$ cat config.mk
export PLATFORM = sky130hd
export DESIGN_NAME = lsab_drain_flat
export DESIGN_NICKNAME = d
export VERILOG_FILES = /design/src/rtl/lsab_drain_if.sv /design/src/rtl/lsab_drain.sv /design/src/flat_wrapper.sv
export SDC_FILE = /design/constraint.sdc
export NUM_CORES = 1
export LEC_CHECK = 0
export ABC_AREA = 1
export CAP_MARGIN = 10
export CORE_ASPECT_RATIO = 0.75
export CORE_MARGIN = 8
export CORE_UTILIZATION = 39
export DETAILED_ROUTE_END_ITERATION = 16
export PLACE_DENSITY = 0.82
export SYNTH_ARGS = -nofsm -noshare
export SYNTH_HDL_FRONTEND = slang
export SYNTH_SLANG_ARGS = --single-unit
export TNS_END_PERCENT = 10
$ cat constraint.sdc
create_clock -name CLK -period 1.44 [get_ports CLK]
set_input_delay 0.36 -clock CLK [delete_from_list [all_inputs] [get_ports CLK]]
set_output_delay 0.36 -clock CLK [all_outputs]
set_load 0.02 [all_outputs]
$ cat src/rtl/lsab_drain_if.sv
// Signal bundle between the LSAB FIFO block, the drain engine and the downstream consumer.
// The master modport is the drain's view; the slave modport is the LSAB/consumer side.
interface lsab_drain_if;
   logic        EMPTY_0, EMPTY_1, EMPTY_2, EMPTY_3;
   logic        STOP_0, STOP_1, STOP_2, STOP_3;
   logic [31:0] IN;
   logic        READ;
   logic [1:0]  READ_FIFO;
   logic        CAREOF_INT_0, CAREOF_INT_1, CAREOF_INT_2, CAREOF_INT_3;
   logic [3:0]  ENABLE;
   logic [3:0]  INT_ACK;
   logic [3:0]  INT_PENDING;
   logic [31:0] DATA_OUT;
   logic [1:0]  DATA_FIFO;
   logic        DATA_VALID;
   logic        DATA_READY;

   modport master (
      input  EMPTY_0, EMPTY_1, EMPTY_2, EMPTY_3,
      input  STOP_0, STOP_1, STOP_2, STOP_3,
      input  IN, ENABLE, INT_ACK, DATA_READY,
      output READ, READ_FIFO,
      output CAREOF_INT_0, CAREOF_INT_1, CAREOF_INT_2, CAREOF_INT_3,
      output INT_PENDING, DATA_OUT, DATA_FIFO, DATA_VALID
   );

   modport slave (
      output EMPTY_0, EMPTY_1, EMPTY_2, EMPTY_3,
      output STOP_0, STOP_1, STOP_2, STOP_3,
      output IN, ENABLE, INT_ACK, DATA_READY,
      input  READ, READ_FIFO,
      input  CAREOF_INT_0, CAREOF_INT_1, CAREOF_INT_2, CAREOF_INT_3,
      input  INT_PENDING, DATA_OUT, DATA_FIFO, DATA_VALID
   );
endinterface

$ cat src/rtl/lsab_drain.sv
// Round-robin burst drain of the four LSAB FIFOs into one valid/ready word stream,
// plus the per-FIFO interrupt-marker pending/acknowledge handshake.
module lsab_drain #(
   parameter int BURST = 8
) (
   input logic          CLK,
   input logic          RST,
   lsab_drain_if.master bus
);

   typedef enum logic [1:0] {IDLE, ISSUE, CAPTURE, HOLD} state_t;

   localparam logic [3:0] BURST_LIM = 4'(BURST);

   state_t     state;
   logic [1:0] ptr;
   logic [1:0] sel;
   logic [3:0] burst_cnt;
   logic [3:0] empty_vec;
   logic [3:0] stop_vec;
   logic [3:0] eligible;
   logic [3:0] pend;
   logic [3:0] careof;
   logic       found;
   logic [1:0] pick;

   assign empty_vec = {bus.EMPTY_3, bus.EMPTY_2, bus.EMPTY_1, bus.EMPTY_0};
   assign stop_vec  = {bus.STOP_3, bus.STOP_2, bus.STOP_1, bus.STOP_0};
   assign eligible  = bus.ENABLE & ~empty_vec & ~stop_vec;

   // First eligible FIFO starting at the rotation pointer, wrapping modulo 4.
   always_comb begin
      found = 1'b0;
      pick  = ptr;
      for (int i = 0; i < 4; i++) begin
         if (!found && eligible[ptr + 2'(i)]) begin
            found = 1'b1;
            pick  = ptr + 2'(i);
         end
      end
   end

   always_ff @(posedge CLK) begin
      if (!RST) begin
         state          <= IDLE;
         ptr            <= 2'd0;
         sel            <= 2'd0;
         burst_cnt      <= 4'd0;
         bus.READ       <= 1'b0;
         bus.READ_FIFO  <= 2'd0;
         bus.DATA_OUT   <= 32'd0;
         bus.DATA_FIFO  <= 2'd0;
         bus.DATA_VALID <= 1'b0;
      end else begin
         case (state)
            IDLE: begin
               if (found) begin
                  sel           <= pick;
                  bus.READ      <= 1'b1;
                  bus.READ_FIFO <= pick;
                  state         <= ISSUE;
               end
            end
            ISSUE: begin
               bus.READ <= 1'b0;
               state    <= CAPTURE;
            end
            CAPTURE: begin
               bus.DATA_OUT   <= bus.IN;
               bus.DATA_FIFO  <= sel;
               bus.DATA_VALID <= 1'b1;
               burst_cnt      <= burst_cnt + 4'd1;
               state          <= HOLD;
            end
            HOLD: begin
               // Eligibility is taken on the accept cycle, so the pop from the last read is already visible.
               if (bus.DATA_READY) begin
                  bus.DATA_VALID <= 1'b0;
                  if (eligible[sel] && (burst_cnt < BURST_LIM)) begin
                     bus.READ      <= 1'b1;
                     bus.READ_FIFO <= sel;
                     state         <= ISSUE;
                  end else begin
                     ptr       <= sel + 2'd1;
                     burst_cnt <= 4'd0;
                     state     <= IDLE;
                  end
               end
            end
            default: state <= IDLE;
         endcase
      end
   end

   // An acknowledge only masks CAREOF for one cycle when the marker is actually pending.
   always_ff @(posedge CLK) begin
      if (!RST) begin
         pend   <= 4'd0;
         careof <= 4'd0;
      end else begin
         pend   <= bus.ENABLE & stop_vec;
         careof <= bus.ENABLE & ~(bus.INT_ACK & pend);
      end
   end

   assign bus.INT_PENDING  = pend;
   assign bus.CAREOF_INT_0 = careof[0];
   assign bus.CAREOF_INT_1 = careof[1];
   assign bus.CAREOF_INT_2 = careof[2];
   assign bus.CAREOF_INT_3 = careof[3];

endmodule

$ cat src/flat_wrapper.sv
// flat-port wrapper written by rule: the top's interface ports become plain ports
module lsab_drain_flat 
#(
   parameter int BURST = 8
)
  (CLK, RST, bus_EMPTY_0, bus_EMPTY_1, bus_EMPTY_2, bus_EMPTY_3, bus_STOP_0, bus_STOP_1, bus_STOP_2, bus_STOP_3, bus_IN, bus_ENABLE, bus_INT_ACK, bus_DATA_READY, bus_READ, bus_READ_FIFO, bus_CAREOF_INT_0, bus_CAREOF_INT_1, bus_CAREOF_INT_2, bus_CAREOF_INT_3, bus_INT_PENDING, bus_DATA_OUT, bus_DATA_FIFO, bus_DATA_VALID);
  lsab_drain_if bus_i ();
  input logic CLK;
  input logic RST;
  input wire logic [$bits(bus_i.EMPTY_0)-1:0] bus_EMPTY_0;
  input wire logic [$bits(bus_i.EMPTY_1)-1:0] bus_EMPTY_1;
  input wire logic [$bits(bus_i.EMPTY_2)-1:0] bus_EMPTY_2;
  input wire logic [$bits(bus_i.EMPTY_3)-1:0] bus_EMPTY_3;
  input wire logic [$bits(bus_i.STOP_0)-1:0] bus_STOP_0;
  input wire logic [$bits(bus_i.STOP_1)-1:0] bus_STOP_1;
  input wire logic [$bits(bus_i.STOP_2)-1:0] bus_STOP_2;
  input wire logic [$bits(bus_i.STOP_3)-1:0] bus_STOP_3;
  input wire logic [$bits(bus_i.IN)-1:0] bus_IN;
  input wire logic [$bits(bus_i.ENABLE)-1:0] bus_ENABLE;
  input wire logic [$bits(bus_i.INT_ACK)-1:0] bus_INT_ACK;
  input wire logic [$bits(bus_i.DATA_READY)-1:0] bus_DATA_READY;
  output wire logic [$bits(bus_i.READ)-1:0] bus_READ;
  output wire logic [$bits(bus_i.READ_FIFO)-1:0] bus_READ_FIFO;
  output wire logic [$bits(bus_i.CAREOF_INT_0)-1:0] bus_CAREOF_INT_0;
  output wire logic [$bits(bus_i.CAREOF_INT_1)-1:0] bus_CAREOF_INT_1;
  output wire logic [$bits(bus_i.CAREOF_INT_2)-1:0] bus_CAREOF_INT_2;
  output wire logic [$bits(bus_i.CAREOF_INT_3)-1:0] bus_CAREOF_INT_3;
  output wire logic [$bits(bus_i.INT_PENDING)-1:0] bus_INT_PENDING;
  output wire logic [$bits(bus_i.DATA_OUT)-1:0] bus_DATA_OUT;
  output wire logic [$bits(bus_i.DATA_FIFO)-1:0] bus_DATA_FIFO;
  output wire logic [$bits(bus_i.DATA_VALID)-1:0] bus_DATA_VALID;
  assign bus_i.EMPTY_0 = bus_EMPTY_0;
  assign bus_i.EMPTY_1 = bus_EMPTY_1;
  assign bus_i.EMPTY_2 = bus_EMPTY_2;
  assign bus_i.EMPTY_3 = bus_EMPTY_3;
  assign bus_i.STOP_0 = bus_STOP_0;
  assign bus_i.STOP_1 = bus_STOP_1;
  assign bus_i.STOP_2 = bus_STOP_2;
  assign bus_i.STOP_3 = bus_STOP_3;
  assign bus_i.IN = bus_IN;
  assign bus_i.ENABLE = bus_ENABLE;
  assign bus_i.INT_ACK = bus_INT_ACK;
  assign bus_i.DATA_READY = bus_DATA_READY;
  assign bus_READ = bus_i.READ;
  assign bus_READ_FIFO = bus_i.READ_FIFO;
  assign bus_CAREOF_INT_0 = bus_i.CAREOF_INT_0;
  assign bus_CAREOF_INT_1 = bus_i.CAREOF_INT_1;
  assign bus_CAREOF_INT_2 = bus_i.CAREOF_INT_2;
  assign bus_CAREOF_INT_3 = bus_i.CAREOF_INT_3;
  assign bus_INT_PENDING = bus_i.INT_PENDING;
  assign bus_DATA_OUT = bus_i.DATA_OUT;
  assign bus_DATA_FIFO = bus_i.DATA_FIFO;
  assign bus_DATA_VALID = bus_i.DATA_VALID;
  lsab_drain #(.BURST(BURST)) u_core (.CLK(CLK), .RST(RST), .bus(bus_i));
endmodule
==> impl_metrics.toml, run 1 <==
[run_status]
outcome = "finished with violations"
violations = "negative setup slack"

[floorplan]
die_area_sq_mm = 0.00919
fp.coreArea_sq_mm = 0.00622
io_pins = 97
row_count = 25
die_h_microns = 85.0
die_x_microns = 108
start_util = 0.398

[timing]
slew_violations = 0
finalCriticalPeriod_ns = 1.71
skew_ns = 0.00294
hold_viol = 0
period_share = 1.19
fin_ws_ns = -0.273
tns_ns = -1.86
rsz0062_at_grt = "yes"
slew-limit-headroom = 0.815
finalSetupViolCount = 11
fmax_ghz = 0.584
tightestPinTransition_ns = 0.275

[placement]
gp_congestion = 0.926
portBuffers = 96
dpl.hpwl_mm = 6.04

[synthesis]
netlist_instances = 345
synth_cell_types = 28
syn_area_sq_mm = 0.00248
syn_avg_cell_area_sq_um = 7.18
ys_ff_latch = 56
synth-seq-area-share = 0.452
syn-num-nets = 402
ys_warn_count = 0

[worst_setup_path]
path_class = "reg -> reg"
worstPathArrival_ns = 1.93
critical_path_required_ns = 1.66
startpoint_type = "flop"
crit_path_end_kind = "flop"
cp_max_fo = 6

[global_routing]
antenna_found_initial = 0
grt_max_degree = 25
overflow = 0
first_global_vias = 2775
grt_pass1_wl_mm = 13.0
track_usage = 0.172

[power]
switchingPower_mw = 2.58
pwr-share-comb = 0.486
internal-power_mw = 3.74
cellLeakagePower_nw = 2.00
max-vdd-ir-drop_mv = 1.14
clkPwrFrac = 0.167
p_per_area_mw_per_mm2 = 1550
p_seq_frac = 0.347
switching_share = 0.408

[clocking]
cts_sinks = 56
numCtsBuffers = 5
worstSkewPairLatency_ns = 0.30
ctsHtreeMaxLevel = 2
clock_path_buffers = 2
cts_root_buffer = "clkbuf_8"
cts_tree = "built"
path_clk_slew_ns = 0.10
ctsHoldBuffers = 0

[finish]
final_cell_mix = "nor2_1, dlygate4sd2_1, dfxtp_1, o21ai_0, clkdlybuf4s50_1"
antenna_cells = 0
nFillCells = 536
drive_gt1_frac = 0.222
final_common_cell = "nor2_1"
fin_nets = 529
areaGrowthSynthToFinish_pct = 65.0
final_util = 0.657

[route]
drt-initial-drc-count = 143
drt_wl_total_mm = 8.31
first_pass_iters = 4
vias = 2755
ant_nets = 0
drc = 0
post_drt_wl_per_cell_microns = 15.0
vias_per_cell = 4.97

[run]
drv_cap = 0

[min_path]
hp-class = "reg -> reg"
path summary, 6_finish.rpt:
check / from / end / slack, ns / cells after the start
worst min-delay path: u_core.bus.INT_PENDING[1]$_SDFF_PN0_ / u_core.careof[1]$_SDFF_PN0_ / 0.43 / 1
worst max register to register: u_core.ptr[0]$_SDFFE_PN0P_ / u_core.sel[1]$_SDFFE_PN0P_ / -0.27 / 12
worst min register to register: u_core.bus.INT_PENDING[1]$_SDFF_PN0_ / u_core.careof[1]$_SDFF_PN0_ / 0.43 / 1
worst max-delay path: u_core.ptr[0]$_SDFFE_PN0P_ / u_core.sel[1]$_SDFFE_PN0P_ / -0.27 / 12
state kept, by name, summed over array words and instances, names as in the netlist:
signal and flops:
u_core.ptr 2, u_core.burst_cnt 4, u_core.bus.INT_PENDING 4, u_core.bus.DATA_FIFO 2, u_core.state 2, u_core.bus.READ 1, u_core.bus.DATA_VALID 1, u_core.bus.DATA_OUT 32
u_core.bus.READ_FIFO 2, u_core.careof 4, u_core.sel 2
power by group through the flow:
| stage | clock network (mW) | logic, mW | registers (mW) |
|---|---|---|---|
| finish | 1.05 | 3.07 | 2.19 |
| global route | 1.14 | 3.37 | 2.24 |
| CTS | 1.08 | 2.96 | 2.19 |
| detailed placement | 0 | 3.07 | 2.23 |
| global placement | 0 | 3.01 | 2.20 |
| floorplan | 0 | 1.25 | 2.61 |
synth_stat cells, drive strengths merged:
library cell,count,area share
nor2,82,0.13
dfxtp,56,0.45
nand2,49,0.077
o21ai,44,0.090
inv,33,0.050
nand3,24,0.053
a21oi,13,0.026
clkbuf,10,0.015
nand4,7,0.024
nor3,7,0.014
ha,6,0.030
a211oi,4,0.012
buf,4,0.011
xor2,2,0.0071
and2,1,0.0025
clkinv,1,0.0015
nor3b,1,0.0030
xnor2,1,0.0035
through the flow:
stage          hold WS [ns]  power [mW]  setup slack (ns)  cell area, sq um  cells
2_1_floorplan         0.456        3.86           -0.0338              2540    345
3_3_place_gp          0.416        5.21            -0.574              3820    540
3_5_place_dp          0.425        5.30            -0.632              3820    540
4_1_cts               0.436        6.23            -0.172              4010    553
5_1_grt               0.436        6.75            -0.375              4090    554
6_report              0.434        6.32            -0.273              4090    554
per-layer routing:
metal / vias up / share of wire / GRT usage / routed length, microns
li1: 1369 / - / - / -
met1: 1292 / 0.41 / 0.212 / 3430
met2: 86 / 0.50 / 0.285 / 4130
met3: 8 / 0.087 / 0.0613 / 720
met4: 0 / 0.0043 / 0.0289 / 36
met5: - / 0 / 0 / 0
repair_timing:
item,CTS,global route
setup endpoints to repair,59,16
pin swaps,30,16
resized for setup,95,16
buffers inserted,5,1
gates cloned,0,0
cell type report:
class	instances	area, sq um	area share
clock inverters	2	38.8	0.00949
well taps	81	101	0.0248
multi-input cells	241	1370	0.336
inverters	34	136	0.0334
clock buffers	6	72.6	0.0177
flip-flops and latches	56	1130	0.276
repair buffers	134	1240	0.303
critical path, stage by stage (launching register included):
cell and delay, ns:
dfxtp_2 0.36, buf_12 0.15, buf_8 0.13, nand4_1 0.16, nand3_2 0.13, and2_1 0.18, nand2_1 0.09, nand2_1 0.10
nand3_2 0.10, nand2_2 0.07, nand2_1 0.06, nand2_1 0.06, inv_1 0.03
cells by family after synthesis:
kind of cell	synth area share
flops	0.452
xor+xnor	0.0106
fa+ha+maj	0.0303
compound gates	0.129
simple gates	0.300
buf+inv	0.0777
No activity file was read; power rests on OpenSTA's default activity.
==> run 2: changes to the inputs <==
CORE_UTILIZATION = 47   (was 39)
PLACE_DENSITY = 0.91   (was 0.82)
clock period = 2.1 ns   (was 1.44 ns; I/O delays follow)
==> impl_metrics.toml, run 2 (synthesis gave the netlist of run 1 again) <==
[global_routing]
grt_max_degree = 34
track_usage = 0.191
grt_pass1_wl_mm = 12.2
overflow = 0
antenna_found_initial = 0
first_global_vias = 2688

[worst_setup_path]
critical_path_required_ns = 2.36
rr_endpoint = "u_core.state[0]$_SDFFE_PN0P_"
reg2reg_depth = 8
cp_slowest_cell = "clkdlybuf4s50_1"
crit_path_end_kind = "flop"
cp_cell_sequence = "clkdlybuf4s50_1 > nand3_1 > nand2_1 > nand3_1 > nor2_1 > nor2_2 > buf_4 > nor2_1 > nand3_1 > nand2_1 > nand2_1 > a21oi_1"
r2r_start = "u_core.ptr[0]$_SDFFE_PN0P_"
startpoint_type = "input port"
path_class = "in -> reg"
rrSetupSlack_ns = 0.28
worstPathArrival_ns = 2.23
cp_max_fo = 3
max_stage_delay_ns = 0.48

[finish]
largest_reg_flops = 32
final_util = 0.718
drive_gt1_frac = 0.0963
final_common_cell = "clkdlybuf4s50_1"
fin_nets = 513
regMostFlops = "u_core.bus.DATA_OUT"
areaGrowthSynthToFinish_pct = 50.9
antenna_cells = 0
stdcell_area_sq_mm = 0.00374
final_cell_mix = "clkdlybuf4s50_1, nor2_1, dfxtp_1, nand2_1, o21ai_0"
final_cells = 532

[clocking]
ctsHtreeMaxLevel = 2
ctsHoldBuffers = 0
cts_tree = "built"
worstSkewPairLatency_ns = 0.32
cts_resized = 0
clock_path_buffers = 2
path_clk_slew_ns = 0.10
numCtsBuffers = 5
post_cts_buffers = 0
cts_root_buffer = "clkbuf_8"
cts_sinks = 56

[placement]
placed_cell_area_sq_mm = 0.00363
portBuffers = 96
gp_congestion = 0.902
dpl.hpwl_mm = 5.65
dp.cells = 524

[timing]
slew-limit-headroom = 0.699
whs_ns = 0.441
rsz0062_at_grt = "no"
period_share = 0.938
fmax_ghz = 0.508
finalCriticalPeriod_ns = 1.97
tns_ns = 0
skew_ns = 0.0120
slew_violations = 0
tightestPinTransition_ns = 0.451
finalSetupViolCount = 0
hold_viol = 0

[route]
first_pass_iters = 4
post_drt_wl_per_cell_microns = 14.2
drt_wl_total_mm = 7.56
vias_per_cell = 4.99
vias = 2654
ant_nets = 0
drc = 0
drt-initial-drc-count = 132

[run]
drv_cap = 0

[floorplan]
die_area_sq_mm = 0.00788
row_count = 23
io_pins = 97
die_h_microns = 78.9
die_x_microns = 99.9
fp.coreArea_sq_mm = 0.00521
start_util = 0.476

[run_status]
outcome = "completed"

[power]
max-vdd-ir-drop_mv = 0.761
cellLeakagePower_nw = 1.66
p_per_area_mw_per_mm2 = 1100

[min_path]
hp-class = "reg -> reg"
hold_start = "u_core.bus.INT_PENDING[0]$_SDFF_PN0_"
holdPathEnd = "u_core.careof[0]$_SDFF_PN0_"
hold_depth = 1
run 2: cell count changes in the layout (fill, tap and decap cells not counted), sizes merged:
| cell | previous run | this run |
|---|---|---|
| bufinv | 1 | 0 |
| clkbuf | 6 | 5 |
| clkinv | 1 | 3 |
| buf | 38 | 22 |
| clkdlybuf4s50 | 38 | 96 |
| dlygate4sd2 | 58 | 0 |
run 2: worst max path at each step:
stage | cells past startpoint | endpoint | slack (ns) | startpoint
after floorplan | 11 | u_core.sel[0]$_SDFFE_PN0P_ | 0.47 | bus_STOP_3
after global placement | 12 | u_core.sel[0]$_SDFFE_PN0P_ | -0.11 | bus_STOP_3
after detailed placement | 12 | u_core.sel[0]$_SDFFE_PN0P_ | -0.15 | bus_STOP_3
after CTS | 10 | u_core.burst_cnt[3]$_SDFFE_PN0P_ | 0.14 | bus_STOP_2
after global routing | 12 | u_core.bus.READ_FIFO[0]$_SDFFE_PN0P_ | 0.03 | bus_ENABLE[3]
final | 12 | u_core.bus.READ_FIFO[1]$_SDFFE_PN0P_ | 0.13 | bus_ENABLE[3]
run 2: worst max-delay path, delay by kind of cell:
| kind | cells | cell delay, ns |
|---|---|---|
| AOI/OAI and AO/OA | 1 | 0.09 |
| buffers and inverters | 2 | 0.62 |
| and+or+nand+nor | 9 | 0.99 |
run 2: through the flow:
stage	power, mW	setup slack [ns]
final	4.12	0.131
after detailed placement	3.49	-0.145
after floorplan	2.62	0.473
after CTS	4.13	0.145
after global placement	3.42	-0.109
after global routing	4.42	0.0333
run 2: area by class of cell:
cell class | count | area (sq um)
well taps | 75 | 93.8
flip-flops and latches | 56 | 1120
inverters | 34 | 128
fillers | 389 | 1470
clock buffers | 5 | 68.8
clock inverters | 3 | 26.3
repair buffers | 118 | 1130
multi-input cells | 241 | 1180
run 2: metal layers:
metal	global-route usage	vias up	wire length [microns]
li1	-	1328	-
met1	0.201	1202	3060
met2	0.316	109	3430
met3	0.101	15	912
met4	0.0783	0	159
met5	0	-	0
run 2: where the power goes:
group | switching [mW] | internal (mW)
logic | 1.12 | 0.862
clock network | 0.379 | 0.244
registers | 0.174 | 1.34
total | 1.67 | 2.45
